<file path="config.mk">
export PLATFORM = sky130hd
export DESIGN_NAME = mult_sequencer
export DESIGN_NICKNAME = d
export VERILOG_FILES = /design/src/rtl/mult_sequencer.sv
export SDC_FILE = /design/constraint.sdc
export NUM_CORES = 1
export LEC_CHECK = 0
export ABC_AREA = 1
export CAP_MARGIN = 15
export CORE_MARGIN = 2
export CORE_UTILIZATION = 39
export DETAILED_ROUTE_END_ITERATION = 12
export GPL_ROUTABILITY_DRIVEN = 0
export PLACE_DENSITY = 0.71
export SKIP_LAST_GASP = 1
export SLEW_MARGIN = 25
export SYNTH_ARGS = -nofsm -noshare
export SYNTH_HDL_FRONTEND = slang
export SYNTH_SLANG_ARGS = --single-unit
</file>
<file path="constraint.sdc">
create_clock -name clk -period 1.05 [get_ports clk]
set_input_delay 0.1575 -clock clk [delete_from_list [all_inputs] [get_ports clk]]
set_output_delay 0.1575 -clock clk [all_outputs]
set_load 0.05 [all_outputs]
</file>
<file path="src/rtl/mult_sequencer.sv">
// ---------------------------------------------------------------------------
// mult_sequencer
//
// Moore control FSM for a shift-add multiplier datapath. A start request
// loads the operands and clears the accumulator. The FSM then runs WIDTH
// iterations of TEST -> (ADD) -> SHIFT, branching on the multiplier LSB that
// the datapath reports. At the end it latches the product and raises a
// one-cycle done pulse.
//
// Every control output is a register. Each one is loaded from a decode of
// the next state, so it always matches the registered state, and there is
// no combinational path from start or flag to any output.
//
// WIDTH : operand width in bits and number of iterations (legal 2..16).
//
// Ports
//   clk      in   system clock, rising edge
//   rst_n    in   asynchronous active-low reset
//   start    in   multiply request, sampled only in IDLE
//   flag     in   multiplier LSB from datapath, sampled only in TEST
//   busy     out  high in every state except IDLE
//   done     out  one-cycle completion pulse (DONE state)
//   en_a     out  load operand A register
//   en_b     out  load operand B register
//   ab_sel   out  shift-register source: 1 = B, 0 = ALU result
//   sr_ctrl  out  shift-register mode: 00 hold, 01 shift right, 10 load
//   en_sr    out  shift-register enable
//   alu_op   out  000 pass, 001 ACC + A
//   en_acc   out  accumulator write enable
//   clr_acc  out  synchronous accumulator clear
//   en_out   out  latch product into the output register
//   iter     out  remaining-iteration count (debug)
// ---------------------------------------------------------------------------
module mult_sequencer #(
  parameter int WIDTH = 4
) (
  input  logic                       clk,
  input  logic                       rst_n,
  input  logic                       start,
  input  logic                       flag,
  output logic                       busy,
  output logic                       done,
  output logic                       en_a,
  output logic                       en_b,
  output logic                       ab_sel,
  output logic [1:0]                 sr_ctrl,
  output logic                       en_sr,
  output logic [2:0]                 alu_op,
  output logic                       en_acc,
  output logic                       clr_acc,
  output logic                       en_out,
  output logic [$clog2(WIDTH):0]     iter
);

  localparam int IW = $clog2(WIDTH) + 1;

  // Loaded into the counter in LOAD. The IW-bit field always holds WIDTH.
  localparam logic [IW-1:0] ITER_FULL = IW'(WIDTH);
  localparam logic [IW-1:0] ITER_ZERO = {IW{1'b0}};
  localparam logic [IW-1:0] ITER_ONE  = {{(IW-1){1'b0}}, 1'b1};

  typedef enum logic [2:0] {
    S_IDLE  = 3'd0,
    S_LOAD  = 3'd1,
    S_TEST  = 3'd2,
    S_ADD   = 3'd3,
    S_SHIFT = 3'd4,
    S_STORE = 3'd5,
    S_DONE  = 3'd6
  } state_t;

  // Complete set of control outputs, registered as one word.
  typedef struct packed {
    logic       busy;
    logic       done;
    logic       en_a;
    logic       en_b;
    logic       ab_sel;
    logic [1:0] sr_ctrl;
    logic       en_sr;
    logic [2:0] alu_op;
    logic       en_acc;
    logic       clr_acc;
    logic       en_out;
  } ctrl_t;

  localparam ctrl_t CTRL_NONE = '{
    busy: 1'b0, done: 1'b0, en_a: 1'b0, en_b: 1'b0, ab_sel: 1'b0,
    sr_ctrl: 2'b00, en_sr: 1'b0, alu_op: 3'b000, en_acc: 1'b0,
    clr_acc: 1'b0, en_out: 1'b0
  };

  // Moore decode: the strobes that belong to a given state.
  function automatic ctrl_t f_decode(input state_t s);
    ctrl_t c;
    c = CTRL_NONE;
    case (s)
      S_IDLE: begin
        c = CTRL_NONE;
      end
      S_LOAD: begin
        c.busy    = 1'b1;
        c.en_a    = 1'b1;
        c.en_b    = 1'b1;
        c.clr_acc = 1'b1;
        c.en_sr   = 1'b1;
        c.sr_ctrl = 2'b10;
        c.ab_sel  = 1'b1;
      end
      S_TEST: begin
        c.busy = 1'b1;
      end
      S_ADD: begin
        c.busy   = 1'b1;
        c.alu_op = 3'b001;
        c.en_acc = 1'b1;
      end
      S_SHIFT: begin
        c.busy    = 1'b1;
        c.en_sr   = 1'b1;
        c.sr_ctrl = 2'b01;
        c.ab_sel  = 1'b0;
      end
      S_STORE: begin
        c.busy   = 1'b1;
        c.en_out = 1'b1;
      end
      S_DONE: begin
        c.busy = 1'b1;
        c.done = 1'b1;
      end
      default: begin
        c = CTRL_NONE;
      end
    endcase
    return c;
  endfunction

  state_t          r_state;
  logic [IW-1:0]   r_iter;
  ctrl_t           r_ctrl;

  state_t          w_state_nxt;
  logic [IW-1:0]   w_iter_nxt;

  // Next-state and iteration-count logic. flag is read only in TEST, so an
  // unknown flag in any other state cannot reach the state register.
  always_comb begin
    w_state_nxt = r_state;
    w_iter_nxt  = r_iter;
    case (r_state)
      S_IDLE: begin
        w_iter_nxt = ITER_ZERO;
        if (start) begin
          w_state_nxt = S_LOAD;
        end else begin
          w_state_nxt = S_IDLE;
        end
      end
      S_LOAD: begin
        w_iter_nxt  = ITER_FULL;
        w_state_nxt = S_TEST;
      end
      S_TEST: begin
        if (flag) begin
          w_state_nxt = S_ADD;
        end else begin
          w_state_nxt = S_SHIFT;
        end
      end
      S_ADD: begin
        w_state_nxt = S_SHIFT;
      end
      S_SHIFT: begin
        // The counter only decrements from a non-zero value, so it can
        // never wrap around. A count of 1 marks the last pass.
        if (r_iter > ITER_ONE) begin
          w_iter_nxt  = r_iter - ITER_ONE;
          w_state_nxt = S_TEST;
        end else begin
          w_iter_nxt  = ITER_ZERO;
          w_state_nxt = S_STORE;
        end
      end
      S_STORE: begin
        w_iter_nxt  = ITER_ZERO;
        w_state_nxt = S_DONE;
      end
      S_DONE: begin
        w_iter_nxt  = ITER_ZERO;
        w_state_nxt = S_IDLE;
      end
      default: begin
        // Recover from an illegal encoding without issuing any strobe.
        w_iter_nxt  = ITER_ZERO;
        w_state_nxt = S_IDLE;
      end
    endcase
  end

  // State, counter and output registers. The outputs are loaded with the
  // decode of the next state, so they line up with r_state every cycle.
  always_ff @(posedge clk or negedge rst_n) begin
    if (!rst_n) begin
      r_state <= S_IDLE;
      r_iter  <= ITER_ZERO;
      r_ctrl  <= CTRL_NONE;
    end else begin
      r_state <= w_state_nxt;
      r_iter  <= w_iter_nxt;
      r_ctrl  <= f_decode(w_state_nxt);
    end
  end

  assign busy    = r_ctrl.busy;
  assign done    = r_ctrl.done;
  assign en_a    = r_ctrl.en_a;
  assign en_b    = r_ctrl.en_b;
  assign ab_sel  = r_ctrl.ab_sel;
  assign sr_ctrl = r_ctrl.sr_ctrl;
  assign en_sr   = r_ctrl.en_sr;
  assign alu_op  = r_ctrl.alu_op;
  assign en_acc  = r_ctrl.en_acc;
  assign clr_acc = r_ctrl.clr_acc;
  assign en_out  = r_ctrl.en_out;
  assign iter    = r_iter;

endmodule

</file>
==> flow_summary.json <==
{
  "initial_antenna_violation_count": 0,
  "grt_pass1_vias": 520,
  "post-route-period-util_pct": 110.7,
  "clockRootBuffer": "sky130_fd_sc_hd__clkbuf_4",
  "postSynthAreaPerCell_um2": 9.673,
  "cts_htree_levels": 1,
  "design.die.area_um2": 2004,
  "hpwl_um": 983.5,
  "drt_drc_violations_left": 0,
  "post_route_cells_drive_above_1_share_pct": 62.50,
  "cp-start-kind": "flip-flop",
  "ys_seq_area_share_pct": 54.05,
  "grt_pass1_wl_um": 2277,
  "cts_inserted_buffers": 3,
  "antennaDiodeCount": 0,
  "timing.critical_path.to_type": "output port",
  "clock_network_latency_to_the_later_pin_of_the_worst_skew_pair_ps": 290,
  "finalWorstPathRequiredPeriod_ps": 1163,
  "cpPeakStageDelay_ps": 460,
  "timing.critical_path.cells": "buf_6 > buf_12",
  "clock_tree_from_tritoncts": "done",
  "gr-usage-met3_pct": 2.400,
  "hold_buffers": 0,
  "finish.instance_area_um2": 1186,
  "setup-violations-final": 14,
  "rsz0062_at_grt": "true",
  "ys_seq_elements": 14,
  "sequential_cell_area_um2": 356.6,
  "die_h_um": 44.77,
  "holdCritPathClass": "input pin to async pin",
  "final.setup_skew_ps": 8.031,
  "cts.reportedPaths.clkPinSlew_ps": 90,
  "number_of_sinks_driven_by_the_clock_tree": 14,
  "route.vias.total": 507,
  "grt_start_max_net_pins": 15,
  "gr-max-usage-layer": "met2",
  "status": "finished with violations",
  "post_synth_num_cell_types": 19,
  "data_required_time_at_the_worst_endpoint_ps": 890,
  "global_route.usage.met1_pct": 20.26,
  "commonest_non_fill_non_tap_cell_in_the_layout": "sky130_fd_sc_hd__buf_12",
  "drtPass1Iterations": 4,
  "wire_length_per_cell_um": 12.71,
  "hold-worst-slack_ps": 175.3,
  "hold_viol_final": 0,
  "track_usage_pct": 16.43,
  "area.growth.synth_to_final_pct": 83.01,
  "postLayoutSetupSlackWorst_ps": -112.7,
  "clk_path_buf_depth": 2,
  "worst_path_dominant_cell_family": "flip-flops",
  "power_leakage_nw": 0.5699,
  "met2_usage_pct": 28.41,
  "violations_in_the_final_reports": "negative setup slack",
  "final_max_slew_violation_count": 0,
  "worst-path-max-fanout": 4,
  "fmax_mhz": 860.1,
  "synth.cell_area_um2": 648.1,
  "drt-initial-drc-count": 10,
  "critPathArrivalTime_ps": 1010,
  "io-pin-count": 21,
  "postRouteAntennaNets": 0,
  "layout_common_cells": "sky130_fd_sc_hd__buf_12 (15), sky130_fd_sc_hd__dfrtp_1 (9), sky130_fd_sc_hd__nand2_1 (7), sky130_fd_sc_hd__buf_4 (7), sky130_fd_sc_hd__nand2_4 (6)",
  "dpl_cell_area_um2": 1047,
  "crit_type": "flip-flop to output port",
  "globalRoute.totalOverflow": 0,
  "multi_input_area_um2": 290.3,
  "start_util_pct": 42.53,
  "synth_cells": 67,
  "drt-total-wl_um": 1423,
  "cellPowerDensity_nw_per_um2": 3407,
  "yosysWarnings": 0,
  "placeableCoreArea_um2": 1524,
  "crit_slowest_cell": "sky130_fd_sc_hd__dfrtp_2",
  "fillers": 89,
  "peakVddDrop_uv": 1900,
  "worst-path-buf-inv": 2,
  "viasPerCell": 4.527,
  "die-width_um": 44.77,
  "timing.max_cap.violations": 0,
  "port_buffers": 18,
  "placement_rows": 14,
  "design.final.nets": 103
}
metal layers:
metal | vias to the layer above | wire length [um] | part of all wire, %
met2 | 15 | 727 | 51
met5 | - | 0 | 0
li1 | 254 | - | -
met3 | 4 | 59 | 4.1
met4 | 0 | 27 | 1.9
met1 | 234 | 608 | 43
cells in the mapped netlist:
library cell | n | share of area (%)
sky130_fd_sc_hd__nand2_4 | 1 | 1.7
sky130_fd_sc_hd__inv_2 | 3 | 1.7
sky130_fd_sc_hd__ha_1 | 2 | 3.9
sky130_fd_sc_hd__buf_4 | 6 | 6.9
sky130_fd_sc_hd__nand4_1 | 1 | 0.97
sky130_fd_sc_hd__nor2_1 | 6 | 3.5
sky130_fd_sc_hd__xor2_1 | 1 | 1.4
sky130_fd_sc_hd__nand2_1 | 8 | 4.6
sky130_fd_sc_hd__o22ai_1 | 1 | 0.97
sky130_fd_sc_hd__nor2_2 | 2 | 1.9
sky130_fd_sc_hd__nor2_4 | 1 | 1.7
sky130_fd_sc_hd__nand2_2 | 7 | 6.8
sky130_fd_sc_hd__o21ai_1 | 1 | 0.77
sky130_fd_sc_hd__nand3_1 | 2 | 1.5
sky130_fd_sc_hd__nand3_2 | 1 | 1.5
sky130_fd_sc_hd__dfrtp_1 | 14 | 54
sky130_fd_sc_hd__conb_1 | 1 | 0.58
sky130_fd_sc_hd__inv_1 | 8 | 4.6
sky130_fd_sc_hd__o21ai_0 | 1 | 0.77
where the power goes:
group	internal, mW	total (mW)	leakage (nW)	switching [mW]
combinational	1.23	2.68	0.374	1.45
clock	0.211	0.396	0.0210	0.185
sequential	0.745	0.962	0.175	0.216
what timing repair did:
| item | CTS | global route |
|---|---|---|
| pin swaps | 5 | 4 |
| setup buffers | 2 | 1 |
| gates resized for setup | 13 | 7 |
| endpoints found under the setup margin | 12 | 18 |
through the flow:
stage	TNS (ps)	worst slack (ps)	util, %	power (mW)	instances
final	-692.1	-112.7	77.83	4.041	112
after global routing	-1231	-185.9	77.83	4.218	112
after CTS	-540.3	-113.3	75.45	3.894	111
after detailed placement	-212.4	-142.7	68.72	3.324	105
after global placement	-101.3	-101.3	68.72	3.275	105
after floorplan	-673.9	-184.3	-	2.230	68
kinds of logic after synthesis:
| kind of cell | Yosys count | share of synthesized area, % |
|---|---|---|
| DFF | 14 | 54.05 |
| buffers and inverters | 17 | 13.32 |
| xor gates and xnor gates | 1 | 1.352 |
| AOI/OAI and AO/OA | 3 | 2.509 |
| other | 1 | 0.5786 |
| and+or+nand+nor | 29 | 24.32 |
| adders and majority gates | 2 | 3.860 |
worst paths after layout:
kind                       slack, ps  cells after the start        from   endpoint
setup / recovery                -110                      2     iter[0]    iter[0]
hold / removal                   180                      2       rst_n      en_sr
setup reg to reg                -110                      8     iter[1]       busy
hold reg to reg                  550                      2  r_state[2]       done
max in group asynchronous        690                      2       rst_n  alu_op[0]
min in group clk                 450                      3       start    clr_acc
layout make-up:
type / count / share of cell area (%)
clock buffer: 4 / 3.059
inverter: 11 / 3.692
multi-input combinational: 37 / 24.47
sequential: 14 / 30.06
tap: 16 / 1.688
timing repair buffer: 30 / 37.03
Power figures use the tool's default switching activity.
